--- config.mk ---
export PLATFORM = sky130hd
export DESIGN_NAME = p88_loader_flat
export DESIGN_NICKNAME = d
export VERILOG_FILES = /design/src/rtl/p88_loader_if.sv /design/src/rtl/p88_loader.sv /design/src/flat_wrapper.sv
export SDC_FILE = /design/constraint.sdc
export NUM_CORES = 1
export LEC_CHECK = 0
export CAP_MARGIN = 40
export CORE_ASPECT_RATIO = 0.7
export CORE_MARGIN = 4
export CORE_UTILIZATION = 59
export DETAILED_ROUTE_END_ITERATION = 12
export PLACE_DENSITY_LB_ADDON = 0.08
export SLEW_MARGIN = 20
export SYNTH_ARGS = -nofsm -noshare
export SYNTH_HDL_FRONTEND = slang
export SYNTH_SLANG_ARGS = --single-unit
--- constraint.sdc ---
create_clock -name clk_sys -period 3.1 [get_ports clk_sys]
set_input_delay 0.465 -clock clk_sys [delete_from_list [all_inputs] [get_ports clk_sys]]
set_output_delay 0.465 -clock clk_sys [all_outputs]
set_load 0.03 [all_outputs]
--- src/rtl/p88_loader_if.sv ---
// Bundle between hps_io, the P88 loader and the memory write arbiter.
// No logic of its own: carries the download stream, the write port and status.
// Stall/ack semantics are defined by the loader (ioctl_wait, mem_ack).
interface p88_loader_if #(
   parameter int ADDR_W = 20,
   parameter int LEN_W  = 16
);
   logic                 ioctl_download;
   logic                 ioctl_wr;
   logic [7:0]           ioctl_dout;
   logic                 ioctl_wait;
   logic                 cpu_reset;
   logic [ADDR_W-1:0]    mem_addr;
   logic [7:0]           mem_data;
   logic                 ram_req;
   logic                 rom_req;
   logic                 mem_ack;
   logic                 load_err;
   logic [LEN_W+7:0]     bytes_written;

   // Loader side
   modport slave (
      input  ioctl_download, ioctl_wr, ioctl_dout, mem_ack,
      output ioctl_wait, cpu_reset, mem_addr, mem_data, ram_req, rom_req,
             load_err, bytes_written
   );

   // Environment side (hps_io + memory)
   modport master (
      output ioctl_download, ioctl_wr, ioctl_dout, mem_ack,
      input  ioctl_wait, cpu_reset, mem_addr, mem_data, ram_req, rom_req,
             load_err, bytes_written
   );
endinterface

--- src/rtl/p88_loader.sv ---
// P88 image loader: parses C8 data / CA vector records into DRAM and boot-vector ROM writes.
// Latency: ioctl_wr to ram_req 1 cycle; >=3 cycles per payload byte with immediate ack.
// Backpressure: ioctl_wait held while a write is outstanding; requests held until mem_ack.
module p88_loader #(
   parameter int         ADDR_W     = 20,
   parameter int         LEN_W      = 16,
   parameter int         VEC_ADDR_W = 3,
   parameter logic [7:0] CMD_DATA   = 8'hC8,
   parameter logic [7:0] CMD_VEC    = 8'hCA,
   parameter int         REL_CYCLES = 4
) (
   input logic              clk_sys,
   input logic              resetL,
   p88_loader_if.slave      bus
);
   localparam int RC_W = (REL_CYCLES > 1) ? $clog2(REL_CYCLES) : 1;
   localparam int BW_W = LEN_W + 8;

   typedef enum logic [3:0] {
      S_IDLE, S_CMD, S_DHDR, S_DATA, S_DWAIT, S_VHDR, S_VEC, S_VWAIT, S_ERR
   } state_t;

   state_t                state_q;
   logic                  dl_q;
   logic [39:0]           hdr_q;      // segL segH offL offH lenL
   logic [2:0]            hdr_cnt_q;
   logic [ADDR_W-1:0]     addr_q;
   logic [LEN_W-1:0]      len_q;
   logic [VEC_ADDR_W-1:0] vidx_q;
   logic [RC_W-1:0]       rel_q;
   logic                  wait_q;
   logic                  cpu_reset_q;
   logic [ADDR_W-1:0]     mem_addr_q;
   logic [7:0]            mem_data_q;
   logic                  ram_req_q;
   logic                  rom_req_q;
   logic                  load_err_q;
   logic [BW_W-1:0]       bw_q;

   logic                  dl_rise;
   logic                  wr_in;
   logic                  byte_ok;
   logic                  busy_wait;
   logic [ADDR_W-1:0]     rec_addr_d;
   logic [LEN_W-1:0]      rec_len_d;
   logic [7:0]            vec_byte_d;

   // Derived strobes, record address/length from the header, and vector byte select
   always_comb begin
      dl_rise    = bus.ioctl_download & ~dl_q;
      wr_in      = bus.ioctl_wr & bus.ioctl_download;
      byte_ok    = wr_in & ~wait_q;
      busy_wait  = (state_q == S_DWAIT) || (state_q == S_VWAIT);
      rec_addr_d = ADDR_W'({hdr_q[15:0], 4'b0000}) + ADDR_W'(hdr_q[31:16]);
      rec_len_d  = LEN_W'({bus.ioctl_dout, hdr_q[39:32]});
      vec_byte_d = 8'hEA;
      case (vidx_q)
         VEC_ADDR_W'(1): vec_byte_d = hdr_q[23:16];
         VEC_ADDR_W'(2): vec_byte_d = hdr_q[31:24];
         VEC_ADDR_W'(3): vec_byte_d = hdr_q[7:0];
         VEC_ADDR_W'(4): vec_byte_d = hdr_q[15:8];
         default:        vec_byte_d = 8'hEA;
      endcase
   end

   // Record parser, write-port sequencer and CPU reset release, all outputs registered
   always_ff @(posedge clk_sys or negedge resetL) begin
      if (!resetL) begin
         state_q     <= S_IDLE;
         dl_q        <= 1'b0;
         hdr_q       <= '0;
         hdr_cnt_q   <= '0;
         addr_q      <= '0;
         len_q       <= '0;
         vidx_q      <= '0;
         rel_q       <= '0;
         wait_q      <= 1'b0;
         cpu_reset_q <= 1'b0;
         mem_addr_q  <= '0;
         mem_data_q  <= '0;
         ram_req_q   <= 1'b0;
         rom_req_q   <= 1'b0;
         load_err_q  <= 1'b0;
         bw_q        <= '0;
      end else begin
         dl_q <= bus.ioctl_download;
         // A byte pushed during a stall is dropped and flagged
         if (wr_in && wait_q)
            load_err_q <= 1'b1;
         // Download ended with a record half-parsed
         if (!bus.ioctl_download && state_q != S_IDLE && state_q != S_CMD && state_q != S_ERR)
            load_err_q <= 1'b1;

         case (state_q)
            S_IDLE: begin
               // A rise only restarts from IDLE, including during the release countdown
               if (dl_rise) begin
                  state_q     <= S_CMD;
                  cpu_reset_q <= 1'b1;
                  load_err_q  <= 1'b0;
                  bw_q        <= '0;
               end else if (cpu_reset_q) begin
                  if (rel_q == '0)
                     cpu_reset_q <= 1'b0;
                  else
                     rel_q <= rel_q - RC_W'(1);
               end
            end
            S_CMD: begin
               if (byte_ok) begin
                  hdr_cnt_q <= '0;
                  if (bus.ioctl_dout == CMD_DATA)
                     state_q <= S_DHDR;
                  else if (bus.ioctl_dout == CMD_VEC)
                     state_q <= S_VHDR;
                  else begin
                     state_q    <= S_ERR;
                     load_err_q <= 1'b1;
                  end
               end
            end
            S_DHDR, S_VHDR: begin
               if (byte_ok) begin
                  hdr_cnt_q <= hdr_cnt_q + 3'd1;
                  if (hdr_cnt_q < 3'd4)
                     hdr_q[{hdr_cnt_q[1:0], 3'b000} +: 8] <= bus.ioctl_dout;
                  if (hdr_cnt_q == 3'd6)
                     hdr_q[39:32] <= bus.ioctl_dout;
                  if (state_q == S_VHDR && hdr_cnt_q == 3'd3) begin
                     wait_q  <= 1'b1;
                     vidx_q  <= '0;
                     state_q <= S_VEC;
                  end
                  if (state_q == S_DHDR && hdr_cnt_q == 3'd7) begin
                     addr_q  <= rec_addr_d;
                     len_q   <= rec_len_d;
                     state_q <= (rec_len_d == '0) ? S_CMD : S_DATA;
                  end
               end
            end
            S_DATA: begin
               if (byte_ok) begin
                  mem_addr_q <= addr_q;
                  mem_data_q <= bus.ioctl_dout;
                  ram_req_q  <= 1'b1;
                  wait_q     <= 1'b1;
                  state_q    <= S_DWAIT;
               end
            end
            S_DWAIT: begin
               if (bus.mem_ack) begin
                  ram_req_q <= 1'b0;
                  wait_q    <= 1'b0;
                  addr_q    <= addr_q + ADDR_W'(1);
                  len_q     <= len_q - LEN_W'(1);
                  bw_q      <= bw_q + BW_W'(1);
                  state_q   <= (len_q == LEN_W'(1)) ? S_CMD : S_DATA;
               end
            end
            S_VEC: begin
               // Not issued once the download has gone; the machine heads to IDLE instead
               if (bus.ioctl_download) begin
                  mem_addr_q <= ADDR_W'(vidx_q);
                  mem_data_q <= vec_byte_d;
                  rom_req_q  <= 1'b1;
                  state_q    <= S_VWAIT;
               end
            end
            S_VWAIT: begin
               if (bus.mem_ack) begin
                  rom_req_q <= 1'b0;
                  if (vidx_q == VEC_ADDR_W'(4)) begin
                     wait_q  <= 1'b0;
                     state_q <= S_CMD;
                  end else begin
                     vidx_q  <= vidx_q + VEC_ADDR_W'(1);
                     state_q <= S_VEC;
                  end
               end
            end
            default: ; // S_ERR swallows bytes until the download falls
         endcase

         // Download gone: leave for IDLE once no request is outstanding
         if (!bus.ioctl_download && state_q != S_IDLE && (!busy_wait || bus.mem_ack)) begin
            state_q <= S_IDLE;
            wait_q  <= 1'b0;
            rel_q   <= RC_W'(REL_CYCLES - 1);
         end
      end
   end

   assign bus.ioctl_wait    = wait_q;
   assign bus.cpu_reset     = cpu_reset_q;
   assign bus.mem_addr      = mem_addr_q;
   assign bus.mem_data      = mem_data_q;
   assign bus.ram_req       = ram_req_q;
   assign bus.rom_req       = rom_req_q;
   assign bus.load_err      = load_err_q;
   assign bus.bytes_written = bw_q;
endmodule

--- src/flat_wrapper.sv ---
// flat-port wrapper written by rule: the top's interface ports become plain ports
module p88_loader_flat 
#(
   parameter int         ADDR_W     = 20,
   parameter int         LEN_W      = 16,
   parameter int         VEC_ADDR_W = 3,
   parameter logic [7:0] CMD_DATA   = 8'hC8,
   parameter logic [7:0] CMD_VEC    = 8'hCA,
   parameter int         REL_CYCLES = 4
)
  (clk_sys, resetL, bus_ioctl_download, bus_ioctl_wr, bus_ioctl_dout, bus_mem_ack, bus_ioctl_wait, bus_cpu_reset, bus_mem_addr, bus_mem_data, bus_ram_req, bus_rom_req, bus_load_err, bus_bytes_written);
  p88_loader_if #(.ADDR_W(ADDR_W), .LEN_W(LEN_W)) bus_i ();
  input logic clk_sys;
  input logic resetL;
  input wire logic [$bits(bus_i.ioctl_download)-1:0] bus_ioctl_download;
  input wire logic [$bits(bus_i.ioctl_wr)-1:0] bus_ioctl_wr;
  input wire logic [$bits(bus_i.ioctl_dout)-1:0] bus_ioctl_dout;
  input wire logic [$bits(bus_i.mem_ack)-1:0] bus_mem_ack;
  output wire logic [$bits(bus_i.ioctl_wait)-1:0] bus_ioctl_wait;
  output wire logic [$bits(bus_i.cpu_reset)-1:0] bus_cpu_reset;
  output wire logic [$bits(bus_i.mem_addr)-1:0] bus_mem_addr;
  output wire logic [$bits(bus_i.mem_data)-1:0] bus_mem_data;
  output wire logic [$bits(bus_i.ram_req)-1:0] bus_ram_req;
  output wire logic [$bits(bus_i.rom_req)-1:0] bus_rom_req;
  output wire logic [$bits(bus_i.load_err)-1:0] bus_load_err;
  output wire logic [$bits(bus_i.bytes_written)-1:0] bus_bytes_written;
  assign bus_i.ioctl_download = bus_ioctl_download;
  assign bus_i.ioctl_wr = bus_ioctl_wr;
  assign bus_i.ioctl_dout = bus_ioctl_dout;
  assign bus_i.mem_ack = bus_mem_ack;
  assign bus_ioctl_wait = bus_i.ioctl_wait;
  assign bus_cpu_reset = bus_i.cpu_reset;
  assign bus_mem_addr = bus_i.mem_addr;
  assign bus_mem_data = bus_i.mem_data;
  assign bus_ram_req = bus_i.ram_req;
  assign bus_rom_req = bus_i.rom_req;
  assign bus_load_err = bus_i.load_err;
  assign bus_bytes_written = bus_i.bytes_written;
  p88_loader #(.ADDR_W(ADDR_W), .LEN_W(LEN_W), .VEC_ADDR_W(VEC_ADDR_W), .CMD_DATA(CMD_DATA), .CMD_VEC(CMD_VEC), .REL_CYCLES(REL_CYCLES)) u_core (.clk_sys(clk_sys), .resetL(resetL), .bus(bus_i));
endmodule
==> results by stage, run 1 <==
Route:
- After detailed routing, the average wire length per cell comes to around 18 µm.
- The vias after detailed routing is around 7900.
- The number of detailed-routing iterations run before antenna repair is 6.
- The count of nets left with antenna violations after detail routing is 0.
- For this run, design rule violations remaining after detail routing come to 0.
- The initial detailed-routing violation count is around 1000.
- Dividing the detail-routed via count by the number of cells gives 6.28.
- For this block, the routed nets add up to 23200 µm of wire.

STA:
- Timing would allow up to 0.386 GHz.
- The period utilization is 83.6%.
- Setup slack closes at just over 0.5 ns.
- Subtracting the final worst setup slack from the clock period gives 2.59 ns.
- The number of failing hold endpoints at the final stage is 0.
- The number of pins with negative max-slew slack in the final report came to 0.
- The measured slew at the worst slew-check pin is 0.749 ns.
- Setup repair after global routing left no endpoint under its margin.
- The sum of negative setup slack is 0 ns.
- The headroom to the max-slew limit is 50.1%.
- The maximum clock skew at final layout is 0.00822 ns.
- The number of setup violations in the final report is 0.
- Hold timing on the final database bottoms out at a slack of 0.395 ns.

Clock tree:
- The number of buffers inserted during clock tree synthesis is 17.
- Clock tree synthesis selected as its root buffer the cell sky130_fd_sc_hd__clkbuf_16.
- Once the clock tree was built, the setup fixing pass inserted 0 buffers.
- The clock-pin slew on the worst setup and hold paths is ~0.060 ns.
- The clock passes through at most 2 buffers.
- The H-tree was split into 4 levels.
- TritonCTS built the clock tree.
- The clock drives 146 sinks.
- The clock reaches the later pin of the worst-skew pair after ~0.43 ns.

Placement:
- Routability-driven placement finished with a final weighted congestion of around 0.95.
- The number of buffers inserted by port buffering is 69.
- The worst setup timing slack at the placement stage is about 0.44 ns.
- Detailed placement finished with a half-perimeter wire length of 16500 µm.
- Including well taps, the total number of placed cells is 1234.

Synthesis:
- In the synthesized netlist the async set-or-reset flop fraction comes to 100%.
- The most used flip-flop cell after synthesis is sky130_fd_sc_hd__dfrtp_1.
- Yosys mapped a number of flops with a built-in enable equal to 0.
- The post-synthesis area per instance is roughly 8.4 µm².
- The share of synthesized area occupied by flip-flops and latches is 43.5%.
- Counting distinct cell types in the post-synthesis netlist gives 73.
- The cell count after synthesis came out at 1000.
- In this run the cell area of the synthesized design comes to 8400 µm².
- The post-synthesis sequential element count is 146.
- The yosys synthesis warning count is 0.
- The number of nets in the synthesized netlist is 1044.

Global routing:
- The total global routing track utilization is 29.9%.
- The via count of the first global-routing pass is 7135.
- The initial antenna violation count is 0.
- The global-route wire length before repair is 37900 µm.
- The maximum number of pins on one net before global-route repair is 83.
- After global routing the overflow that remains totals 0.

Floorplanning:
- Once the floorplan was initialized, standard cells occupied 60.4% of the core.
- The floorplan step defined a die boundary enclosing 16200 µm².
- After floorplanning, the core was sized to cover 13900 µm².
- From bottom edge to top edge, the die measures approximately 110 µm.
- During I/O placement, the number of pins put on the boundary was 70.
- After floorplanning, the core was divided into 36 placement rows.
- The width of the die is 151 µm.

Critical path:
- STA classifies the critical path endpoint as a flip-flop.
- The data arrival time at the worst-slack endpoint is 2.90 ns.
- On the worst path, the slowest cell contributes a delay of approximately 0.46 ns.
- The cell type group with the largest total delay on the critical path is simple AND/OR/NAND/NOR gates.
- The library cell appearing most often on the critical path is sky130_fd_sc_hd__or3b_1.
- The launching element type of the critical path is a flip-flop.
- The data required time of the critical path is about 3.4 ns.
- The number of buffers and inverters on the critical path is 1.
- The slowest stage of the critical path belongs to the cell sky130_fd_sc_hd__or4_4.
- Walking the worst path, the cells encountered are inv_1 > ha_1 > or3b_1 > or4_4 > or3b_1 > nor3_1 > o21ai_0 > a22o_1.
- The critical path is of the reg2reg type.
- The worst-path maximum fanout is 5.

Final layout:
- The repair_antennas step left the layout with diodes totalling 0.
- The number of fill cells in the layout is 1098.
- In the layout the commonest cells are sky130_fd_sc_hd__nand2_1 (190), sky130_fd_sc_hd__dfrtp_1 (146), sky130_fd_sc_hd__o21ai_0 (101), sky130_fd_sc_hd__a21oi_1 (78), sky130_fd_sc_hd__clkdlybuf4s50_1 (68).
- In the final design database the tool counted 1110 nets.
- In the final layout, the share of cells above drive strength 1 is 8.09%.
- The most common library cell in the layout ignoring fill and taps is sky130_fd_sc_hd__nand2_1.
- Once layout is complete, the cells apart from fillers number 1266.
- Relative to the synthesized area, the layout overhead comes to 19.7%.

Min path:
- The path class of the tightest hold or removal check is in2async.

Power:
- The reported leakage power is 0.00431 µW.
- IR analysis of the VDD net gives a maximum drop of 0.000423 V.
- The power density over the cells is 509 nW/µm².

Outcome:
- The run finished with clean final reports.

Job:
- Across the run, the number of max-cap violations was 0.
==> worst paths after layout <==
path | start | slack [ns] | depth (start not counted) | endpoint
max reg2reg | u_core.len_q[0] | 0.51 | 8 | u_core.len_q[14]
max in group asynchronous | resetL | 1.94 | 4 | u_core.bus.bytes_written[5]
min reg2reg | u_core.bus.mem_addr[5] | 0.46 | 2 | u_core.bus.mem_addr[5]
max | u_core.len_q[0] | 0.51 | 8 | u_core.len_q[14]
min in group clk_sys | u_core.bus.mem_addr[5] | 0.46 | 2 | u_core.bus.mem_addr[5]
min | resetL | 0.40 | 2 | u_core.bus.mem_addr[0]
==> layer usage <==
layer / global-route usage (%) / routed length (µm)
met5: 0 / 0
met4: 8.99 / 443
met3: 6.44 / 2170
met2: 42.6 / 9880
met1: 45.6 / 10700
==> report_power, final <==
part	total, µW	leakage, µW	switching [µW]	internal (µW)
clock network	2140	0.000285	799	1340
registers	2240	0.00197	207	2040
logic	741	0.00206	439	302
total	5120	0.00431	1440	3680
==> state kept, by name, indices dropped and copies added (netlist names), 2 cells and up <==
| signal | count |
|---|---|
| u_core.bus.mem_data | 8 |
| u_core.hdr_q | 40 |
| u_core.bus.mem_addr | 20 |
| u_core.hdr_cnt_q | 3 |
| u_core.vidx_q | 3 |
| u_core.addr_q | 20 |
| u_core.state_q | 4 |
| u_core.rel_q | 2 |
| u_core.len_q | 16 |
| u_core.bus.bytes_written | 24 |
==> cells in the mapped netlist (all sizes together), types with 3 or more instances <==
cell,count,area share (%)
o2bb2ai,4,0.42
nor3b,3,0.27
and3,5,0.37
dfrtp,146,43
xnor2,7,0.73
nand3b,4,0.36
a21oi,80,4.8
nand4,19,1.4
nor4b,3,0.49
o22ai,6,0.45
nor2b,5,0.37
xor2,17,1.8
or3,11,0.82
a221oi,3,0.31
inv,24,1.1
a311oi,3,0.31
o21a,4,0.36
nor3,29,1.7
o211ai,6,0.54
buf,15,1.0
a22o,4,0.42
nor4,17,1.6
and4,6,0.63
a31oi,10,0.74
nor2,62,2.8
nand2,190,8.5
o21ai,101,6.0
o31ai,5,0.45
nand3,48,2.9
a211oi,7,0.63
a22oi,20,1.8
and2,7,0.52
clkbuf,51,2.3
or3b,3,0.34
a21o,7,0.63
a41oi,3,0.31
ha,30,4.5
==> stage by stage <==
stage	util (%)	area [µm²]	power, µW
3_3_place_gp	67.6	9410	2970
5_1_grt	72.3	10100	5340
2_1_floorplan	-	8400	2700
6_report	72.3	10100	5120
4_1_cts	72.0	10000	5130
3_5_place_dp	67.6	9410	2990
==> final cells by class <==
class                           instances  area, µm²  share of cell area, %
Sequential cell                       146       3650                   36.3
Timing Repair Buffer                  113       1080                   10.7
Clock inverter                          8        129                   1.28
Clock buffer                           21        480                   4.78
Multi-Input combinational cell        763       4390                   43.6
Tap cell                              190        238                   2.36
Inverter                               25       93.8                  0.933
==> timing repair <==
item                                   CTS  global route
endpoints found under the hold margin    0             3
resized for setup                        0             0
hold buffers                             0             1
==> kinds of logic after synthesis <==
kind of cell / synth area share [%]
multiplexers: 0.506
adder cells (fa/ha/maj): 4.71
flip-flops: 43.5
XOR/XNOR: 2.50
AO/OA/AOI/OAI: 20.6
AND/OR/NAND/NOR: 23.8
buffers and inverters: 4.41
Power figures use the tool's default switching activity.
==> inputs of run 2 (changes only) <==
--- a/config.mk
+++ b/config.mk
@@ -8,7 +8,7 @@
 export CAP_MARGIN = 40
 export CORE_ASPECT_RATIO = 0.7
 export CORE_MARGIN = 4
-export CORE_UTILIZATION = 59
+export CORE_UTILIZATION = 53
 export DETAILED_ROUTE_END_ITERATION = 12
 export PLACE_DENSITY_LB_ADDON = 0.08
 export SLEW_MARGIN = 20
==> constraint.sdc (replaced) <==
create_clock -name clk_sys -period 2.2 [get_ports clk_sys]
set_input_delay 0.33 -clock clk_sys [delete_from_list [all_inputs] [get_ports clk_sys]]
set_output_delay 0.33 -clock clk_sys [all_outputs]
set_load 0.03 [all_outputs]
==> run 2 against run 1 <==
  * The run now ends with setup timing left
  * Clock power increased by 46%
  * Sequential share of layout area decreased by 3.1 points
  * Flip-flop and latch count unchanged
  * Global-route usage decreased by 0.94 points
  * Core utilization decreased by 1.2 points
  * Power increased by 48%
  * Die area increased by 11%
  * Hold slack got worse by 0.016 ns
  * Design area increased by 9.5%
  * First-iteration DRC count increased by 8.3%
  * Non-clock buffer count increased by 92
  * Largest power group is now clock
==> results by stage, run 2 (same netlist as run 1, synthesis figures left out) <==
Outcome:
- The run finished, with violations left.
- The checks that failed: setup timing.

Clock tree:
- TritonCTS built the clock tree.
- The clock root buffer is sky130_fd_sc_hd__clkbuf_16.
- The clock reaches the later pin of the worst-skew pair after around 0.43 ns.
- The count of clock tree sinks is 146.
- The H-tree level count is 4.
- The clock-pin slew on the worst setup and hold paths is 0.06 ns.
- Buffers inserted during clock tree synthesis total 17.
- The maximum buffer depth of the clock tree is 2.

Power:
- The share of total power dissipated in sequential elements is 40.9%.
- The maximum resistive drop on vdd is 0.000512 V.
- The net switching component of the power is 2170 µW.
- The switching share of power is 28.6%.
- The analysis attributes to cell leakage a power of 0.00479 µW.
- Dividing total power by cell area gives a power density of 688 nW/µm².
- Overall power consumption after layout is estimated at approximately 7600 µW.
- The design internal power is between 5000 and 6000 µW.
- Of the total power, the clock network draws 41.1%.
- The share of total power in combinational logic is 18.0%.

Route:
- Summing over every cut layer, the via total after detailed routing is 8282.
- For this run, design rule violations remaining after detail routing come to 0.
- The routed wirelength normalized by instance count is 18.8 µm.
- In this run, the number of DRC markers left after iteration 0 of detailed routing was 1111.
- Wires add up to ~26000 µm.
- The number of vias per cell after detailed routing is slightly above 6.
- The count of nets left with antenna violations after detail routing is 0.
- The number of detailed-routing iterations run before antenna repair is 6.

STA:
- Setup violations remaining at the end of the flow were counted as 2.
- The number of failing hold endpoints at the final stage is 0.
- The measured slew at the worst slew-check pin is 0.489 ns.
- Based on the critical path, the design can be clocked at up to 0.425 GHz.
- Setup repair after global routing could not meet its margin everywhere.
- Across the routed clock network, the largest skew measured is 0.00813 ns.
- Setup slack on the critical path of the routed design comes to -0.152 ns.
- The final critical delay including setup and external delays is approximately 2.4 ns.
- Of the available clock period, the critical path in the final layout requires 107%.
- The headroom to the max-slew limit is 67.4%.
- The final hold slack is 0.379 ns.
- The number of pins with negative max-slew slack in the final report came to 0.

Floorplanning:
- The die is 158 µm wide.
- The floorplan step defined a die boundary enclosing 18000 µm².
- The core region is 15500 µm².
- In this run the vertical extent of the chip is 113 µm.
- Once the floorplan was initialized, standard cells occupied around 54% of the core.
- The number of standard-cell rows in the floorplan is 38.
- The I/O pin count is 70.

Final layout:
- The ratio of cells with drive above 1 in the final layout is about a fifth.
- Relative to the synthesized area, the layout overhead comes to 31.2%.
- The final layout net count is 1202.
- The register with the most flip-flops in the layout has 40 of them.
- Ranked by flip-flop count, first place goes to u_core.hdr_q.
- The top cell types in the final layout, fill and taps aside, are sky130_fd_sc_hd__nand2_1 (190), sky130_fd_sc_hd__dfrtp_1 (143), sky130_fd_sc_hd__buf_4 (128), sky130_fd_sc_hd__o21ai_0 (95), sky130_fd_sc_hd__a21oi_1 (77).
- The antenna diode instance count is 0.
- The number of fill cells in the layout is ~1300.
- Leaving out fill and tap cells, the most frequent cell in the layout is sky130_fd_sc_hd__nand2_1.

Min path:
- The path class of the tightest hold or removal check is in2async.

Global routing:
- The maximum number of pins on one net before global-route repair is 52.
- The global-route wire length before repair is 40700 µm.
- The initial antenna violation count is 0.
- The via count of the first global-routing pass is roughly 7500.
- The total global routing track utilization is about 29%.
- The remaining global-route overflow is 0.

Critical path:
- The critical path endpoint category is a flip-flop.
- Along the worst path, the maximum fanout reaches 3.
- The library cell appearing most often on the critical path is sky130_fd_sc_hd__or3b_4.
- The data arrival time at the worst-slack endpoint is roughly 2.7 ns.
- The worst setup path is launched from a flip-flop.
- The data required time of the critical path is 2.52 ns.
- The critical path goes through inv_2 > ha_4 > or3b_4 > or4_4 > or3b_4 > nor3_2 > o21ai_1 > a22o_1.
- The maximum cell stage delay along the critical path is 0.42 ns.
- The type of the worst setup path is reg2reg.
- The slowest stage cell on the critical path is sky130_fd_sc_hd__or4_4.

Placement:
- The wire-length estimate of the detail-placed layout is around 18000 µm.
- The global placer's final weighted congestion is 0.947.
- In this run the tool buffered the top-level ports with 69 buffer cells.

Job:
- The tool flagged a number of max-cap violations equal to 0.
run 2: cell type report:
class                      count  area, µm²  area share (%)
clock buffer                  20        447            4.05
clock inverter                12        180            1.64
multi-input combinational    763       4610            41.8
sequential                   146       3660            33.2
inverter                      25       93.8           0.852
tap                          200        250            2.27
timing repair buffer         205       1790            16.2
run 2: final timing paths:
check                                             from                      to  slack, ns  depth (start not counted)
worst max-delay path                   u_core.len_q[0]        u_core.len_q[14]      -0.15                          8
min in group clk_sys            u_core.bus.mem_addr[4]  u_core.bus.mem_addr[4]       0.47                          2
worst min register to register  u_core.bus.mem_addr[4]  u_core.bus.mem_addr[4]       0.47                          2
worst max register to register         u_core.len_q[0]        u_core.len_q[14]      -0.15                          8
max in group asynchronous                       resetL         u_core.hdr_q[8]       1.04                          3
worst min-delay path                            resetL         u_core.rel_q[1]       0.38                          2
run 2: critical path: cells and delay by family (launching register included):
family | cells | cell delay (ns)
simple gates | 4 | 1.33
fa+ha+maj | 1 | 0.13
compound gates | 2 | 0.30
flops | 1 | 0.38
buf+inv | 1 | 0.08
run 2: power groups by stage:
stage | combinational, µW | sequential [µW] | clock (µW)
floorplan | 699 | 3110 | 0
global placement | 1250 | 3130 | 0
detailed placement | 1270 | 3130 | 0
CTS | 1280 | 3090 | 3150
global route | 1480 | 3130 | 3300
finish | 1360 | 3100 | 3120
run 2: per-stage QoR:
stage | setup slack [ns] | area (µm²) | util [%] | TNS (ns) | std cells
after global routing | -0.211 | 11000 | 71.1 | -0.716 | 1371
after detailed placement | -0.221 | 10100 | 65.0 | -1.46 | 1327
after CTS | -0.169 | 10800 | 69.5 | -0.274 | 1362
final | -0.152 | 11000 | 71.1 | -0.181 | 1371
after global placement | -0.161 | 10100 | 65.0 | -0.721 | 1327
after floorplan | -0.190 | 8410 | - | -0.273 | 1000
run 2: what timing repair did:
item | CTS | global route
pin swaps | 8 | 26
hold buffers | 1 | 0
hold endpoints to repair | 35 | 0
gates resized for setup | 13 | 41
buffers inserted | 2 | 11
setup endpoints to repair | 20 | 37
run 2: routing by layer:
layer	routed length (µm)	vias to the layer above	GRT usage (%)	part of all wire [%]
li1	-	3906	-	-
met1	12300	3970	46.3	48
met2	10600	364	39.1	41
met3	2400	42	7.49	9.3
met4	416	0	6.53	1.6
met5	0	-	0	0
